File: src/rtl/ser_strobe_pkg.sv
// Purpose: shared state encoding and counter-width helper for the strobe transmitter.
// Latency: n/a (types and constant functions only).
// Backpressure: n/a.
package ser_strobe_pkg;

    typedef enum logic [1:0] {
        ST_IDLE  = 2'd0,
        ST_SHIFT = 2'd1,
        ST_PAR   = 2'd2
    } state_t;

    // Width of a counter that must hold 0..n-1; never narrower than one bit.
    function automatic int cnt_w(input int n);
        return (n <= 2) ? 1 : $clog2(n);
    endfunction

endpackage

File: src/rtl/ser_strobe_timer.sv
// Purpose: bit-period timer; div_cnt runs 0..DIV-1 while run is high and marks period start/end.
// Latency: strobe in the first cycle run is seen high, bit_end DIV-1 cycles later.
// Backpressure: none; free-running while run=1, held at 0 otherwise.
//
// Ports:
//   clk, rst_n  clock and asynchronous active-low reset
//   run         transmitter is in a bit-emitting state
//   strobe      first cycle of a bit period (div_cnt==0)
//   bit_end     last cycle of a bit period (div_cnt==DIV-1)
module ser_strobe_timer
    import ser_strobe_pkg::*;
#(
    parameter int DIV = 4
) (
    input  logic clk,
    input  logic rst_n,
    input  logic run,
    output logic strobe,
    output logic bit_end
);

    localparam int              DW       = cnt_w(DIV);
    localparam logic [DW-1:0]   DIV_LAST = DW'(DIV - 1);

    logic [DW-1:0] div_cnt;

    always_ff @(posedge clk or negedge rst_n) begin
        if (!rst_n) begin
            div_cnt <= '0;
        end else if (!run || bit_end) begin
            div_cnt <= '0;
        end else begin
            div_cnt <= div_cnt + 1'b1;
        end
    end

    // With DIV=1 both pulses are high every cycle, which gives one bit per clock.
    assign strobe  = run && (div_cnt == '0);
    assign bit_end = run && (div_cnt == DIV_LAST);

endmodule

File: src/rtl/ser_strobe_tx.sv
// Purpose: parallel-to-serial transmitter driving a ser_d/ser_e pair for an enabled-DFF capture chain.
// Latency: first strobe one cycle after the handshake; back in IDLE WIDTH*DIV+1 cycles after it.
// Backpressure: tx_ready (registered) is high only in IDLE; tx_valid is ignored while it is low.
//
// Ports:
//   clk, rst_n          clock and asynchronous active-low reset
//   tx_valid, tx_data   producer word, taken when tx_valid && tx_ready
//   tx_ready            block can accept a word
//   ser_d, ser_e        serial bit (held per bit period) and one-cycle capture strobe
//   busy                a word is being transmitted
// Option: SER_STROBE_TX_PARITY_EN appends one even-parity bit period after the data bits.
module ser_strobe_tx
    import ser_strobe_pkg::*;
#(
    parameter int WIDTH     = 8,
    parameter int DIV       = 4,
    parameter int MSB_FIRST = 0
) (
    input  logic             clk,
    input  logic             rst_n,
    input  logic             tx_valid,
    input  logic [WIDTH-1:0] tx_data,
    output logic             tx_ready,
    output logic             ser_d,
    output logic             ser_e,
    output logic             busy
);

    localparam int            BW       = cnt_w(WIDTH);
    localparam logic [BW-1:0] BIT_LAST = BW'(WIDTH - 1);

    state_t           state;
    state_t           next_state;
    logic [WIDTH-1:0] shreg;
    logic [BW-1:0]    bit_cnt;
    logic             tx_ready_q;
    logic             run;
    logic             strobe;
    logic             bit_end;
    logic             accept;
    logic             last_bit;
    logic             cur_bit;
    logic             ser_d_c;
`ifdef SER_STROBE_TX_PARITY_EN
    logic             par_q;
`endif

    assign run      = (state != ST_IDLE);
    assign accept   = tx_valid && tx_ready_q && (state == ST_IDLE);
    assign last_bit = (state == ST_SHIFT) && bit_end && (bit_cnt == BIT_LAST);
    // The bit on the wire is always at the output end of the shift register.
    assign cur_bit  = (MSB_FIRST != 0) ? shreg[WIDTH-1] : shreg[0];

    ser_strobe_timer #(
        .DIV (DIV)
    ) u_timer (
        .clk     (clk),
        .rst_n   (rst_n),
        .run     (run),
        .strobe  (strobe),
        .bit_end (bit_end)
    );

    always_ff @(posedge clk or negedge rst_n) begin
        if (!rst_n) begin
            state      <= ST_IDLE;
            tx_ready_q <= 1'b0;
        end else begin
            state      <= next_state;
            // Ready follows the state we are about to enter, so it is high in every IDLE
            // cycle, including the first one after reset and the gap between words.
            tx_ready_q <= (next_state == ST_IDLE);
        end
    end

    always_comb begin
        next_state = state;
        case (state)
            ST_IDLE: begin
                if (accept) begin
                    next_state = ST_SHIFT;
                end
            end
            ST_SHIFT: begin
                if (last_bit) begin
`ifdef SER_STROBE_TX_PARITY_EN
                    next_state = ST_PAR;
`else
                    next_state = ST_IDLE;
`endif
                end
            end
`ifdef SER_STROBE_TX_PARITY_EN
            ST_PAR: begin
                if (bit_end) begin
                    next_state = ST_IDLE;
                end
            end
`endif
            default: next_state = ST_IDLE;
        endcase
    end

    always_ff @(posedge clk or negedge rst_n) begin
        if (!rst_n) begin
            shreg   <= '0;
            bit_cnt <= '0;
        end else if (accept) begin
            shreg   <= tx_data;
            bit_cnt <= '0;
        end else if ((state == ST_SHIFT) && bit_end) begin
            shreg   <= (MSB_FIRST != 0) ? {shreg[WIDTH-2:0], 1'b0}
                                        : {1'b0, shreg[WIDTH-1:1]};
            bit_cnt <= last_bit ? '0 : bit_cnt + 1'b1;
        end
    end

`ifdef SER_STROBE_TX_PARITY_EN
    // Parity is taken from the word at the handshake, so later tx_data changes cannot leak in.
    always_ff @(posedge clk or negedge rst_n) begin
        if (!rst_n) begin
            par_q <= 1'b0;
        end else if (accept) begin
            par_q <= ^tx_data;
        end
    end
`endif

    always_comb begin
        ser_d_c = 1'b0;
        case (state)
            ST_SHIFT: ser_d_c = cur_bit;
`ifdef SER_STROBE_TX_PARITY_EN
            ST_PAR:   ser_d_c = par_q;
`endif
            default:  ser_d_c = 1'b0;
        endcase
    end

    // Outputs are decoded from reset-cleared flops only, so an asynchronous reset
    // kills the strobe and data in the same instant, with no partial strobe.
    assign tx_ready = tx_ready_q;
    assign ser_d    = ser_d_c;
    assign ser_e    = strobe;
    assign busy     = run;

endmodule

File: config.mk
export PLATFORM = sky130hd
export DESIGN_NAME = ser_strobe_tx
export DESIGN_NICKNAME = d
export VERILOG_FILES = /design/src/rtl/ser_strobe_pkg.sv /design/src/rtl/ser_strobe_timer.sv /design/src/rtl/ser_strobe_tx.sv
export SDC_FILE = /design/constraint.sdc
export NUM_CORES = 1
export LEC_CHECK = 0
export ABC_AREA = 1
export BUFFER_PORTS_ARGS = -buffer_cell sky130_fd_sc_hd__buf_2
export CAP_MARGIN = 10
export CORE_UTILIZATION = 35
export CTS_CLUSTER_DIAMETER = 120
export DETAILED_ROUTE_END_ITERATION = 10
export PLACE_DENSITY = 0.54
export SETUP_SLACK_MARGIN = 0.2
export SKIP_CTS_REPAIR_TIMING = 1
export SLEW_MARGIN = 20
export SYNTH_ARGS = -nofsm -noshare
export SYNTH_HDL_FRONTEND = slang
export SYNTH_SLANG_ARGS = --single-unit
File: constraint.sdc
create_clock -name clk -period 1.1 [get_ports clk]
set_input_delay 0.22 -clock clk [delete_from_list [all_inputs] [get_ports clk]]
set_output_delay 0.22 -clock clk [all_outputs]
set_load 0.005 [all_outputs]
==> results of run 1 <==
final timing paths:
path                       startpoint  slack (ns)  endpoint
max reg2reg                  state[1]       -0.11  tx_ready
max                          state[1]       -0.33      busy
max in group asynchronous       rst_n        0.46  state[0]
min reg2reg                  shreg[3]        0.51  shreg[2]
min                        tx_data[7]        0.13  shreg[7]
min in group asynchronous       rst_n        0.36  tx_ready
layer usage:
layer	global-route usage, %	up-vias	wire length [um]
met3	5.556	2	96
met5	0	-	0
li1	-	383	-
met2	24.43	19	924
met1	19.42	346	861
met4	4.286	0	13
final cells by class:
| cell class | count | area [um^2] |
|---|---|---|
| flip-flops and latches | 16 | 401.6 |
| inverters | 11 | 47.55 |
| multi-input cells | 67 | 504.2 |
| well taps | 27 | 33.78 |
| fillers | 168 | 732.0 |
| clock buffers | 4 | 36.28 |
| repair buffers | 36 | 286.5 |
worst max-delay path, cell delays in order (launching register included):
cell     delay, ns
dfrtp_1       0.43
inv_2         0.11
buf_6         0.12
nand2_8       0.06
buf_6         0.11
buf_6         0.10
cells in the mapped netlist:
cell type	number	area, um^2
conb_1	1	3.750
o21ai_0	1	5.000
buf_4	1	7.510
nor2_1	8	30.03
nand2_1	28	105.1
nand3_1	16	80.08
dfrtp_1	16	400.4
nor2_2	1	6.260
buf_6	1	11.26
ha_1	4	50.05
inv_1	11	41.29
nand2_2	1	6.260
nand4_1	3	18.77
nor3b_1	1	7.510
nor2_4	1	11.26
nor3_1	1	5.000
sequential cells by signal, summed over array words and instances, names as in the netlist:
register	flops
tx_ready	1
bit_cnt	3
state	2
shreg	8
u_timer.div_cnt	2
power groups by stage:
stage          combinational, W  clock, W  sequential, W
2_1_floorplan          0.000291         0       0.000855
3_3_place_gp           0.000464         0       0.000865
3_5_place_dp           0.000478         0       0.000868
4_1_cts                0.000481  0.000399       0.000859
5_1_grt                0.000834  0.000434       0.000890
6_report               0.000751  0.000392       0.000876
per-stage QoR:
stage               hold WS, ns  total power, W
global placement         0.1585        0.001328
detailed placement       0.1575        0.001347
global route             0.1290        0.002159
floorplan              -0.07559        0.001147
finish                   0.1350        0.002019
CTS                     -0.1598        0.001739
kinds of logic after synthesis:
logic type | Yosys count
buf+inv | 13
compound gates | 1
other cells | 1
simple gates | 60
fa+ha+maj | 4
flops | 16
==> impl_metrics.tcl, run 1 <==
set metrics [dict create \
    area_delta_synth_final_pct 65.93 \
    path_max_fanout 3 \
    maxCapViolCount 0 \
    fin_cells 161 \
    rsz0062_at_grt "yes" \
    cts-htree-levels 1 \
    grt_usage_pct 15.30 \
    peakVddDrop_mv 0.9857 \
    core_area_mm2 0.002042 \
    yosysWarnings 0 \
    drive_above_1_share_pct 53.73 \
    pin_count 15 \
    path_class "register to output pin" \
    die_w_um 49.50 \
    grt_pass1_wl_mm 2.787 \
    synth_area_um2 789.5 \
    synth-simple-area-share_pct 34.23 \
    fin_crit_sh_pct 130.1 \
    cts_tree "built" \
    die_height_um 49.50 \
    syn_avg_cell_area_um2 8.311 \
    layout_commonest_cell "nand2_1" \
    num_vias 750 \
    numCtsBuffers 3 \
    grt_max_degree 17 \
    p_int_w 0.001357 \
    cp-end-kind "output pin" \
    dieArea_mm2 0.002450 \
    port_buffers 14 \
    layout_common_cells "nand2_1 (24), dfrtp_1 (15), buf_2 (13)" \
    drt-pass1-iter-count 4 \
    synth_cells 95 \
    clockRootBuffer "clkbuf_4" \
    synth.mux.area_fraction_pct 0 \
    timing.final.ws_setup_ns -0.3308 \
    min_period_ns 1.431 \
    design_area_mm2 0.001310 \
    p_sw_share_pct 32.77 \
    crit_arrival_ns 1.21 \
    synth_top_family_by_area "simple AND/OR/NAND/NOR gates" \
    seqPwrFrac_pct 43.4 \
    drv_slew 0 \
    clock_path_buffers 2 \
    finalHoldViolCount 0 \
    antenna_found_initial 0 \
    clk_latency_ns 0.29 \
    grt_pass1_vias 624 \
    start_kind "register" \
    clkSlewWorstSetupHoldPaths_ns 0.09 \
    power_frac_comb_pct 37.2 \
    nets 150 \
    finalSetupTns_ns -2.120 \
    synth_fa_ha_area_share_pct 6.339 \
    setup_viol 16 \
    synth-seq-area-share_pct 50.71 \
    p_switching_w 0.0006617 \
    drt_iter0_markers 12 \
    clkPwrFrac_pct 19.4 \
    cellLeakagePower_nw 0.6589 \
    required_ns 0.88 \
    wirelength_mm 1.896 \
    hpwl_mm 1.159 \
    pwr_density_cell_mw_per_mm2 1541 \
    hold_path.class "input pin to register" \
    clock.fmax_mhz 698.9 \
    gp_congestion 0.7085 \
    place_ws_ns -0.04599 \
    start_util_pct 38.66 \
    status "finished with violations" \
    ys_ff_latch 16 \
    synth_compound_area_share_pct 0.6339 \
    drc 0 \
    std_cell_rows 16 \
    hold_depth 3 \
    viasPerCell 4.658 \
    placed_cells 147 \
    fin_skew_ns 0.006526 \
    synth_xor_xnor_area_share_pct 0 \
    place_area_mm2 0.001017 \
    ant_nets 0 \
    utilization_pct 64.15 \
    ff2ff_path_depth 7 \
    synth_cell_types 16 \
    wl_per_cell_um 11.78 \
    overflow 0 \
    synth_nets 110 \
    clock_sinks 16 \
    violations "negative setup slack" \
    n_antenna_cell 0 \
]
Note: power is estimated with default switching activity, not from simulation.
==> run 2, diff against run 1 <==
Settings changed: ABC_AREA 1 to 0, CORE_MARGIN set to 10.
==> run 2 against run 1 <==
Effect of this change: die area increased by 80%; largest cell class unchanged; flip-flop and latch count unchanged; global-route usage fell by 8.2 points; worst hold slack better by 0.034 ns; register-to-register slack worse by 0.19 ns; clock skew decreased by 0.0031 ns; the flow still finishes with violations (negative setup slack); combinational power down 18%; highest routed layer unchanged; clock-buffer cell count down 1.
==> impl_metrics.tcl, run 2 <==
set metrics [dict create \
    regMostFlops "shreg" \
    cts-htree-levels 1 \
    synth_common_cells "dfrtp_1 (16), a21oi_1 (5), nand2_1 (5), nor2_1 (5)" \
    grt_max_degree 17 \
    timing.final.ws_setup_ns -0.3207 \
    grt_pass1_wl_mm 2.435 \
    placed_cells 119 \
    pwr_density_cell_mw_per_mm2 1537 \
    ant_nets 0 \
    min_period_ns 1.421 \
    synth_top_flop_cell "dfrtp_1" \
    netlist.area_leader.share_pct 53.07 \
    start_kind "register" \
    yosysWarnings 0 \
    fin_skew_ns 0.003401 \
    required_ns 0.88 \
    largest_reg_flops 8 \
    clk_latency_ns 0.28 \
    layout_common_cells "dfrtp_1 (14), buf_2 (13), buf_6 (12)" \
    core_area_mm2 0.002002 \
    p_sw_share_pct 29.81 \
    clock_path_buffers 2 \
    seqPwrFrac_pct 48.6 \
    rsz0062_at_grt "yes" \
    synth_area_um2 754.5 \
    nets 119 \
    cts_tree "built" \
    setup_viol 17 \
    path_max_fanout 3 \
    ff2ff_setup_slack_ns -0.30 \
    place_ws_ns -0.2682 \
    clkSlewWorstSetupHoldPaths_ns 0.09 \
    clock.fmax_mhz 703.9 \
    syn_avg_cell_area_um2 11.10 \
    drc 0 \
    path_delay_family "flip-flops" \
    drt-pass1-iter-count 4 \
    clock_sinks 16 \
    p_int_w 0.001248 \
    cp-end-kind "output pin" \
    die_height_um 66.43 \
    gp_congestion 0.7898 \
    multi_input_area_um2 414.1 \
    clockRootBuffer "clkbuf_4" \
    std_cell_rows 16 \
    drv_slew 0 \
    peakVddDrop_mv 0.7896 \
    crit_buf_inv 2 \
    port_buffers 14 \
    drive_above_1_share_pct 56.86 \
    power_frac_comb_pct 34.7 \
    status "finished with violations" \
    numCtsBuffers 3 \
    maxCapViolCount 0 \
    die_w_um 66.43 \
    synth-edff-count 0 \
    clkPwrFrac_pct 16.7 \
    design_area_mm2 0.001157 \
    viasPerCell 4.767 \
    top_regs "shreg (8), bit_cnt (3)" \
    grt_usage_pct 7.121 \
    p_switching_w 0.0005301 \
    slowest_delay_ns 0.45 \
    drt_iter0_markers 11 \
    grt_pass1_vias 540 \
    synth_cells 68 \
    dieArea_mm2 0.004413 \
    violations "negative setup slack" \
    cellLeakagePower_nw 0.5498 \
    overflow 0 \
    yosysMostFrequentCell "dfrtp_1" \
    yosysTopAreaCell "dfrtp_1" \
    place_area_um2 948.4 \
    wl_per_cell_um 14.02 \
    seq_area_um2 402.9 \
    path_cells "buf_6, nor2b_4, and2_1, buf_2" \
    synth_cell_types 28 \
    async_flop_share_pct 100.0 \
    path_class "register to output pin" \
    finalHoldViolCount 0 \
    synth_nets 83 \
    crit_arrival_ns 1.20 \
    finalSetupTns_ns -3.708 \
    wirelength_mm 1.809 \
    cp_slowest_cell "dfrtp_2" \
    hpwl_mm 1.221 \
    start_util_pct 37.69 \
    antenna_found_initial 0 \
    fin_crit_sh_pct 129.2 \
    hold_path.class "input pin to register" \
    num_vias 615 \
    pin_count 15 \
    synth-seq-area-share_pct 53.07 \
    fillers 171 \
    ys_ff_latch 16 \
    layout_commonest_cell "dfrtp_1" \
    fin_cells 129 \
    area_delta_synth_final_pct 53.40 \
    n_antenna_cell 0 \
    synth_area_leaders "dfrtp_1 (53%), ha_1 (6.6%), a22o_1 (3.5%)" \
]
## run 2: final timing paths
check	from	end	depth (start not counted)
min in group asynchronous	rst_n	bit_cnt[1]	2
hold reg to reg	shreg[0]	shreg[0]	2
max in group asynchronous	rst_n	state[1]	2
hold / removal	tx_data[7]	shreg[7]	2
setup reg to reg	state[1]	shreg[6]	4
setup / recovery	state[1]	ser_d	4
## run 2: stage by stage
step                utilization (%)  hold WS [ns]  power (W)
global placement              47.38        0.1520   0.001294
detailed placement            47.38        0.1506   0.001299
finish                        57.81        0.1685   0.001778
global route                  57.81        0.1650   0.001909
CTS                           48.50       -0.1580   0.001597
floorplan                         -      -0.07559   0.001107
## run 2: layout make-up
type | instances | share of cell area [%]
clock buffer | 3 | 1.946
inverter | 5 | 1.838
multi-input combinational | 45 | 35.78
sequential | 16 | 34.81
tap | 27 | 2.919
timing repair buffer | 33 | 22.70
## run 2: cells by family (layout without fill, tap and decap cells)
logic type / Yosys count / in the layout / share of synthesized area, %
buffers and inverters: 7 / 41 / 4.974
AND/OR/NAND/NOR: 25 / 25 / 20.56
adder cells (fa/ha/maj): 4 / 4 / 6.634
flip-flops: 16 / 16 / 53.07
AO/OA/AOI/OAI: 15 / 15 / 14.26
other: 1 / 1 / 0.4970
## run 2: layer usage
metal	share of wire (%)	up-vias	GRT usage [%]
met5	0	-	0
met4	0.72	0	3.141
met3	4.1	2	2.881
met2	51	6	10.29
met1	44	298	9.003
li1	-	309	-
## run 2: worst reg2reg max path, delay by kind of cell, from the launching register on
| family | cells | cell delay (ns) |
|---|---|---|
| DFF | 1 | 0.45 |
| AOI/OAI and AO/OA | 1 | 0.29 |
| buffers and inverters | 1 | 0.13 |
| and+or+nand+nor | 2 | 0.43 |
## run 2: power by group through the flow
| stage | clock network (W) | logic (W) | registers (W) |
|---|---|---|---|
| after floorplan | 0 | 0.000269 | 0.000838 |
| after global placement | 0 | 0.000441 | 0.000853 |
| after detailed placement | 0 | 0.000442 | 0.000856 |
| after CTS | 0.000309 | 0.000446 | 0.000842 |
| after global routing | 0.000334 | 0.000694 | 0.000881 |
| final | 0.000298 | 0.000617 | 0.000863 |
==> run 3, diff against run 2 <==
Settings changed: ABC_AREA 0 to 1.
==> run 3 against run 2 <==
Effect of this change: cell count increased by 26%; worst hold slack got worse by 0.044 ns; sequential power decreased by 2%; global-route usage increased by 1.5 points; the run still ends with negative setup slack left; non-clock buffer count increased by 5; routed wire length increased by 12%; combinational power increased by 27%.
==> impl_metrics.tcl, run 3 (synthesis gave the netlist of run 1 again) <==
set metrics [dict create \
    status "finished with violations" \
    violations "negative setup slack" \
    fin_cells 162 \
    clkSlewWorstSetupHoldPaths_ns 0.10 \
    antenna_found_initial 0 \
    grt_pass1_wl_mm 3.070 \
    wl_per_cell_um 12.56 \
    pin_count 15 \
    area_delta_synth_final_pct 59.90 \
    peakVddDrop_mv 0.9413 \
    layout_common_cells "nand2_1 (24), dfrtp_1 (15), buf_4 (14)" \
    grt_pass1_vias 708 \
    cellLeakagePower_nw 0.6630 \
    core_area_mm2 0.002170 \
    cts_tree "built" \
    layout_commonest_cell "nand2_1" \
    fin_crit_sh_pct 128.7 \
    grt_use_met1_pct 10.26 \
    port_buffers 14 \
    cp-end-kind "output pin" \
    drv_slew 0 \
    ff2ff_setup_slack_ns -0.11 \
    std_cell_rows 17 \
    timing.final.ws_setup_ns -0.3156 \
    hold_depth 3 \
    largest_reg_flops 8 \
    dieArea_mm2 0.004556 \
    required_ns 0.88 \
    design_area_mm2 0.001262 \
    gr-usage-met2_pct 13.85 \
    clock_path_buffers 2 \
    drt_iter0_markers 26 \
    crit_arrival_ns 1.20 \
    maxCapViolCount 0 \
    utilization_pct 58.19 \
    regMostFlops "shreg" \
    nets 151 \
    die_height_um 67.50 \
    grt_max_degree 17 \
    top_regs "shreg (8), bit_cnt (3)" \
    crit_start "u_timer.div_cnt[0]" \
    wirelength_mm 2.034 \
    top_usage_layer "met2" \
    path_class "register to output pin" \
    clock_sinks 16 \
    drt-pass1-iter-count 4 \
    start_kind "register" \
    r2r_end "shreg[4]" \
    gp_congestion 0.7410 \
    clockRootBuffer "clkbuf_4" \
    place_area_mm2 0.001018 \
    setup_viol 16 \
    rsz0062_at_grt "yes" \
    overflow 0 \
    p_total_w 0.001947 \
    drc 0 \
    place_ws_ns -0.07014 \
    numCtsBuffers 3 \
    clk_latency_ns 0.29 \
    fin_skew_ns 0.006814 \
    hold_end "shreg[7]" \
    path_max_fanout 2 \
    pwr_density_cell_mw_per_mm2 1542 \
    die_w_um 67.50 \
    n_antenna_cell 0 \
    num_vias 748 \
    ff2ff_path_depth 6 \
    worstHoldStart "tx_data[7]" \
    clock.fmax_mhz 706.4 \
    grt_usage_pct 8.664 \
    hold_path.class "input pin to register" \
    start_util_pct 36.39 \
    cts-htree-levels 1 \
    placed_cells 148 \
    met3_usage_pct 2.975 \
    hpwl_mm 1.334 \
    fillers 216 \
    viasPerCell 4.617 \
    drive_above_1_share_pct 54.48 \
    ant_nets 0 \
    finalHoldViolCount 0 \
    min_period_ns 1.416 \
    r2r-start "u_timer.div_cnt[0]" \
]
run 3: metrics by stage:
stage	setup TNS (ns)	hold WS [ns]
detailed placement	-0.2965	0.1640
floorplan	0	-0.07559
global placement	-0.1067	0.1596
global route	-2.675	0.1456
CTS	-1.275	-0.1528
finish	-1.699	0.1244
run 3: where the power goes:
| group | internal, W | switching (W) | leakage (nW) |
|---|---|---|---|
| combinational | 0.000425 | 0.000357 | 0.452 |
| sequential | 0.000747 | 0.000101 | 0.197 |
| clock | 0.000127 | 0.000189 | 0.0138 |
| total | 0.00130 | 0.000648 | 0.663 |
run 3: how the worst max path moves through the flow:
stage	to	slack, ns	cells past startpoint
after floorplan	shreg[2]	0.05	5
after global placement	ser_e	-0.04	6
after detailed placement	ser_e	-0.07	6
after CTS	ser_e	-0.39	6
after global routing	ser_e	-0.37	6
final	ser_e	-0.32	6
run 3: area by class of cell:
| type | instances | area [um^2] | share of cell area [%] |
|---|---|---|---|
| Inverter | 11 | 48.80 | 3.865 |
| Tap cell | 28 | 35.03 | 2.775 |
| Clock buffer | 3 | 22.52 | 1.784 |
| Multi-Input combinational cell | 66 | 461.7 | 36.57 |
| Timing Repair Buffer | 38 | 292.8 | 23.19 |
| Sequential cell | 16 | 401.6 | 31.81 |
run 3: routing by layer:
metal / routed length (um) / up-vias / part of all wire, %
li1: - / 383 / -
met1: 855 / 352 / 42
met2: 1090 / 11 / 54
met3: 73 / 2 / 3.6
met4: 14 / 0 / 0.69
met5: 0 / - / 0
run 3: critical path, stage by stage (launching register included):
cell and delay (ns):
dfrtp_1 0.40, buf_6 0.13, inv_4 0.05, ha_4 0.12, inv_2 0.03, nor2_1 0.08, buf_2 0.11
